$ cat config.mk
export PLATFORM = sky130hd
export DESIGN_NAME = byte_fifo
export DESIGN_NICKNAME = d
export VERILOG_FILES = /design/src/rtl/byte_fifo.sv
export SDC_FILE = /design/constraint.sdc
export NUM_CORES = 1
export LEC_CHECK = 0
export ABC_CLOCK_PERIOD_IN_PS = 3000
export CORE_UTILIZATION = 53
export DETAILED_ROUTE_END_ITERATION = 10
export GPL_ROUTABILITY_DRIVEN = 0
export GPL_TIMING_DRIVEN = 1
export PLACE_DENSITY = 0.78
export SETUP_SLACK_MARGIN = 0.1
export SLEW_MARGIN = 20
export SYNTH_ARGS = -nofsm -noshare
export SYNTH_HDL_FRONTEND = slang
export SYNTH_SLANG_ARGS = --single-unit
export TNS_END_PERCENT = 100
$ cat constraint.sdc
create_clock -name clk -period 3 [get_ports clk]
set_input_delay 0.75 -clock clk [delete_from_list [all_inputs] [get_ports clk]]
set_output_delay 0.75 -clock clk [all_outputs]
set_load 0.02 [all_outputs]
$ cat src/rtl/byte_fifo.sv
// byte_fifo: small show-ahead (first-word-fall-through) synchronous FIFO.
//
// A producer pushes W-bit words. The consumer reads the head word on dout
// and pops it in the same cycle that it latches the word. The head word is
// valid on dout whenever empty is low.
//
// Ports
//   clk        single clock; all state updates on its rising edge
//   rst        asynchronous, active-high reset; clears all state at once
//   din        write data, sampled when a push is accepted
//   push       write request
//   pop        read request; removes the head entry when accepted
//   clr_err    synchronous clear of the sticky error flags
//   dout       head entry; meaningful only while empty is low
//   empty      high when count == 0
//   full       high when count == DEPTH
//   count      number of stored entries, 0..DEPTH
//   overflow   sticky; set by a push that was rejected
//   underflow  sticky; set by a pop that was rejected
//
// DEPTH must be a power of two and at least 2. Under that condition the
// read and write pointers wrap from DEPTH-1 back to 0 without any extra logic.

module byte_fifo #(
    parameter  int W     = 8,
    parameter  int DEPTH = 4,
    localparam int CW    = $clog2(DEPTH) + 1
) (
    input  logic          clk,
    input  logic          rst,
    input  logic [W-1:0]  din,
    input  logic          push,
    input  logic          pop,
    input  logic          clr_err,
    output logic [W-1:0]  dout,
    output logic          empty,
    output logic          full,
    output logic [CW-1:0] count,
    output logic          overflow,
    output logic          underflow
);

    localparam int AW = $clog2(DEPTH);

    logic [W-1:0]  mem [DEPTH];
    logic [AW-1:0] rd_ptr;
    logic [AW-1:0] wr_ptr;
    logic [CW-1:0] count_q;
    logic          push_ok;
    logic          pop_ok;

    // Flags are decoded from the registered count, so they cannot glitch.
    assign empty = (count_q == '0);
    assign full  = (count_q == CW'(DEPTH));
    assign count = count_q;

    // When the FIFO is full, a pop in the same cycle frees the head slot.
    // The incoming word goes into that slot, because wr_ptr == rd_ptr.
    // When the FIFO is empty, there is no bypass path, so the pop is refused.
    assign push_ok = push & (~full | pop);
    assign pop_ok  = pop & ~empty;

    // Show-ahead read port. Reset zeroes the storage, so dout reads 0 after reset.
    assign dout = mem[rd_ptr];

    always_ff @(posedge clk or posedge rst) begin
        if (rst) begin
            for (int i = 0; i < DEPTH; i++) begin
                mem[i] <= '0;
            end
        end else if (push_ok) begin
            mem[wr_ptr] <= din;
        end
    end

    always_ff @(posedge clk or posedge rst) begin
        if (rst) begin
            wr_ptr <= '0;
            rd_ptr <= '0;
        end else begin
            if (push_ok) begin
                wr_ptr <= wr_ptr + AW'(1);
            end
            if (pop_ok) begin
                rd_ptr <= rd_ptr + AW'(1);
            end
        end
    end

    // The count is kept in its own register rather than derived from the
    // pointers. This keeps full and empty apart when rd_ptr == wr_ptr.
    always_ff @(posedge clk or posedge rst) begin
        if (rst) begin
            count_q <= '0;
        end else begin
            unique case ({push_ok, pop_ok})
                2'b10:   count_q <= count_q + CW'(1);
                2'b01:   count_q <= count_q - CW'(1);
                default: count_q <= count_q;
            endcase
        end
    end

    // Sticky error flags. If a new error arrives in the same cycle as clr_err,
    // the new error wins.
    always_ff @(posedge clk or posedge rst) begin
        if (rst) begin
            overflow  <= 1'b0;
            underflow <= 1'b0;
        end else begin
            overflow  <= (push & ~push_ok) | (overflow  & ~clr_err);
            underflow <= (pop  & ~pop_ok)  | (underflow & ~clr_err);
        end
    end

endmodule

Word-level counts from Yosys, hierarchy flattened
Index checks and enable logic that the tools add are counted.
{"block": "word_totals", "n_memories": 0, "input_bits": 13, "rom_bits": 0, "word_cells": 45, "latch_bits": 0, "ff_bits": 41, "ramBits": 0}
{"block": "op_classes", "n_eq_ne": 3, "addsub": 4, "magnitude_cmp": 3, "div_mod_pow": 0, "mux": 7, "n_shift": 0, "bitwise_logic": 16, "n_reduce_logical": 3, "mul": 0}
{"op": "$bwmux W32", "count": 1}
{"op": "$mux W8", "count": 3}
{"op": "$bmux W8 S2", "count": 1}
{"op": "$demux W8 S2", "count": 1}
{"op": "$and A1 B1 Y1", "count": 6}
{"op": "$ge A3 B3 Y1 const B", "count": 2}
{"op": "$not A2 Y3", "count": 2}
{"op": "$pmux W3 S2", "count": 1}
{"op": "$not A1 Y1", "count": 5}
{"op": "$add A2 B1 Y2 const B", "count": 2}
{"op": "$add A3 B1 Y3 const B", "count": 1}
{"op": "$eq A3 B3 Y1 const B", "count": 1}
{"op": "$logic_not A3 Y1", "count": 1}
{"op": "$lt A3 B1 Y1 const B", "count": 1}
{"op": "$or A1 B1 Y1", "count": 3}
{"op": "$sub A3 B1 Y3 const B", "count": 1}
{"op": "$eq A2 B1 Y1 const B", "count": 1}
{"op": "$eq A2 B2 Y1 const B", "count": 1}
{"op": "$reduce_bool A2 Y1", "count": 1}
{"op": "$logic_and A1 B1 Y1", "count": 1}

Depth between registers and ports, before layout
{"block": "depth", "ltp_word": 7, "depth_mapped": 8, "mapped_depth_nobuf": 8}

Worst setup path before layout
Ideal clock, no wire load.
{"block": "synth_path", "path_type": "input to register", "start": "input pop", "end": "register count_q[2], in the netlist count[2]", "arrival_ns": 2.297, "path_buffers": 0, "stages": 8, "required_ns": 2.920, "setup_slack_ns": 0.623, "path_cell_list": "nor4b_4 or2b_2 ha_1 inv_1 fa_1 xor2_1 nor2_1 xor2_1"}
{"block": "synth_between", "elab_chain_len": 4, "word_cells_on_any_way": 7}
{"element": "start, declared", "line_no": "33", "source": "input logic pop,"}
{"element": "$or A1 B1 Y1", "line_no": "60", "source": "assign push_ok = push & (~full | pop);"}
{"element": "$and A1 B1 Y1", "line_no": "60"}
{"element": "$eq A2 B1 Y1 or $eq A2 B2 Y1 (tied branches)", "line_no": "96", "source": "unique case ({push_ok, pop_ok})"}
{"element": "$pmux W3 S2 or $reduce_bool A2 Y1 (tied branches)"}
{"element": "end signal, assigned", "line_no": "97", "source": "2'b10: count_q <= count_q + CW'(1);"}
{"element": "end signal, assigned", "line_no": "98", "source": "2'b01: count_q <= count_q - CW'(1);"}
{"element": "end signal, assigned", "line_no": "99", "source": "default: count_q <= count_q;"}
{"element": "end, declared", "line_no": "48", "source": "logic [CW-1:0] count_q;"}
Parallel ways exist; a longest one is shown, timed or not.
A chain may end at the register's enable or synchronous reset.

Final worst setup path
{"block": "layout_path", "start": "register rd_ptr[0]", "end": "output dout[2]"}
{"block": "layout_between", "elab_chain_len": 4}
{"element": "start, declared", "line_no": "46", "source": "logic [AW-1:0] rd_ptr;"}
{"element": "start signal, assigned", "line_no": "85", "source": "rd_ptr <= rd_ptr + AW'(1);"}
{"element": "$not A2 Y3 (not written as such)", "line_no": "64", "source": "assign dout = mem[rd_ptr];"}
{"element": "$bmux W8 S2", "line_no": "64"}
{"element": "$mux W8 (not written as such) (2 in a row)", "line_no": "64"}
{"element": "end, declared", "line_no": "35", "source": "output logic [W-1:0] dout,"}
Every way passes these cells. The select of a mux whose other input is x is not followed.

==> impl_metrics.json <==
{
  "cts_root_buf": "clkbuf_4",
  "ys_types": 19,
  "ys.flop_type": "dfrtp_1",
  "power.internal_mw": 1.86,
  "reg2reg_slack_ns": 0.92,
  "period_share_pct": 89.8,
  "grt_pass1_wl_mm": 5.13,
  "num_rows": 21,
  "clock_skew_ns": 0.00345,
  "drtIter0Drc": 38,
  "slew_violations": 0,
  "routedWlPerCell_um": 15.4,
  "top_usage_layer": "met2",
  "critPathTopFamily": "buffers and inverters",
  "synth_area_leader_cell": "dfrtp_1",
  "worst_slew_pin_slew_ns": 0.530,
  "finalPower_mw": 2.77,
  "post_cts_resized": 0,
  "maxSlewHeadroom_pct": 64.6,
  "worstHoldStart": "mem[20]$_DFFE_PP0P_",
  "crit_slowest_cell": "clkdlybuf4s50_1",
  "fp.dieW_um": 61.6,
  "clkLatencyLatePin_ns": 0.34,
  "vias_per_cell": 5.30,
  "use_met3_pct": 5.04,
  "synth_top_area_share_pct": 54.5,
  "worstPathCellList": "mux4_2, clkdlybuf4s50_1",
  "timing.final.ws_setup_ns": 0.305,
  "cts_sinks": 41,
  "ys_warn_count": 0,
  "crit_required_ns": 2.25,
  "tritoncts": "done",
  "critPathMaxStageDelay_ns": 0.55,
  "hp-class": "reg2reg",
  "grt_use_met1_pct": 25.0,
  "fp.dieH_um": 61.6,
  "endpoint_kind": "output port",
  "drc": 0,
  "portBuffers": 27,
  "drive_above_1_share_pct": 37.9,
  "power_leakage_nw": 0.993,
  "start_util_pct": 56.0,
  "post-route-min-period_ns": 2.70,
  "hold_viol": 0,
  "irDropWorstVdd_uv": 513,
  "htreeDepth": 2,
  "seq_area_frac_synth_pct": 54.5,
  "cap_violations": 0,
  "grt_pass1_vias": 1121,
  "synth_edf_count": 0,
  "crit_path_start_kind": "flop",
  "antenna_found_initial": 0,
  "die-area_um2": 3790,
  "post-cts-setup-buffer-count": 0,
  "pin_count": 28,
  "grt.total_usage_pct": 19.8,
  "vias": 1097,
  "ctsHoldBuffers": 0,
  "power_density_nw_per_um2": 1190,
  "finalSetupViolations": 0,
  "firstDrtPassIters": 4,
  "timing.fmax_mhz": 371,
  "yosys-top-cells-count": "dfrtp_1, mux2_2, inv_1, mux4_2, nand2_1",
  "num_antenna_cells": 0,
  "final.fill_count": 250,
  "syn_inst": 124,
  "outcome": "finished, final reports clean",
  "swShare_pct": 33.0,
  "p_sw_mw": 0.917,
  "hold_path_end": "mem[20]$_DFFE_PP0P_",
  "drt-total-wl_mm": 3.20,
  "p_seq_share_pct": 37.4,
  "clock_power_share_pct": 15.7,
  "r2r_cells": 8,
  "crit_type": "reg2out",
  "arrival_ns": 1.95,
  "synth_seq_cells": 41,
  "reg2reg_from": "count[0]$_DFFE_PP0P_",
  "cp_num_buf_inv": 1,
  "r2r-end": "count[2]$_DFFE_PP0P_",
  "area_delta_synth_final_pct": 24.0,
  "syn_area_per_cell_um2": 15.2,
  "place_hpwl_mm": 2.29,
  "pwr-share-comb_pct": 46.9,
  "path_clk_slew_ns": 0.12,
  "min_delay_path_depth": 1,
  "hold_ws_ns": 0.517,
  "yosysMostFrequentCell": "dfrtp_1",
  "netlist_area_um2": 1880,
  "nets": 179,
  "multi_input_area_um2": 816,
  "clock_path_buffers": 2,
  "grt_overflow": 0,
  "drtAntennaViolNets": 0,
  "path_max_fanout": 7,
  "syn_nets": 143,
  "regArea_um2": 1030,
  "cts-buffers-inserted": 5,
  "synth.top_cells.by_area": "dfrtp_1, mux2_2, mux4_2",
  "rsz0062_at_grt": "false",
  "tns_ns": 0,
  "grt_start_max_net_pins": 42,
  "async_reset_ff_share_pct": 100,
  "grt_use_met2_pct": 32.4,
  "core_um2": 3360,
  "place_ws_ns": 0.217
}
==> registers in the layout, indices dropped and copies added (netlist names) <==
name,cells
mem,32
count,3
rd_ptr,2
wr_ptr,2
overflow,1
underflow,1
==> area by class of cell <==
| cell class | instances | area share, % |
|---|---|---|
| clock buffer | 5 | 1.61 |
| clock inverter | 3 | 2.79 |
| inverter | 8 | 1.29 |
| multi-input combinational | 73 | 35.0 |
| sequential | 41 | 44.0 |
| tap | 46 | 2.47 |
| timing repair buffer | 31 | 12.9 |
==> worst max-delay path by stage <==
stage                                     start                   end  slack [ns]  cells past startpoint
after detailed placement                    pop  count[2]$_DFFE_PP0P_        0.22                      9
after global placement                      pop  count[2]$_DFFE_PP0P_        0.28                      9
after floorplan                             pop  count[2]$_DFFE_PP0P_        0.62                      8
after global routing      rd_ptr[0]$_DFFE_PP0P_               dout[1]        0.20                      2
final                     rd_ptr[0]$_DFFE_PP0P_               dout[2]        0.30                      2
after CTS                 rd_ptr[0]$_DFFE_PP0P_               dout[2]        0.13                      2
==> power groups by stage <==
stage	clock (mW)	combinational [mW]	sequential [mW]
floorplan	0	0.887	0.998
global placement	0	1.28	1.03
detailed placement	0	1.32	1.05
CTS	0.443	1.32	1.04
global route	0.463	1.41	1.08
finish	0.435	1.30	1.04
==> metal layers <==
layer	vias up	share of wire, %
met5	-	0
met2	16	50
met4	0	1.5
met1	567	46
met3	5	2.4
li1	509	-
==> metrics by stage <==
step                      cell area [um^2]  instances  util (%)
after global routing                  2330        207      69.4
after CTS                             2330        207      69.3
after floorplan                       1880        124         -
after detailed placement              2230        199      66.3
after global placement                2230        199      66.3
final                                 2330        207      69.4
==> cells in the final DEF (no fill, tap or decap) <==
cell type	n
dfrtp_1	40
mux2_2	33
clkdlybuf4s50_1	27
inv_1	8
mux4_2	8
nand2_1	7
ha_1	5
clkbuf_4	5
nor2_2	4
buf_4	4
xnor2_1	3
xor2_1	3
o21ai_0	2
bufinv_16	2
nor4b_4	1
mux2i_1	1
or2b_2	1
o31a_2	1
nor3_1	1
and3_1	1
nor2_1	1
fa_1	1
clkinv_2	1
dfrtp_2	1
==> cells by family (layout without fill, tap and decap cells) <==
family / after synthesis / in the layout / synth area share (%)
adders and majority gates: 6 / 6 / 4.39
xor gates and xnor gates: 6 / 6 / 2.79
AOI/OAI and AO/OA: 3 / 3 / 1.06
DFF: 41 / 41 / 54.5
and+or+nand+nor: 16 / 16 / 5.25
buffers and inverters: 10 / 47 / 2.13
muxes: 42 / 42 / 29.9
Power figures use the tool's default switching activity.
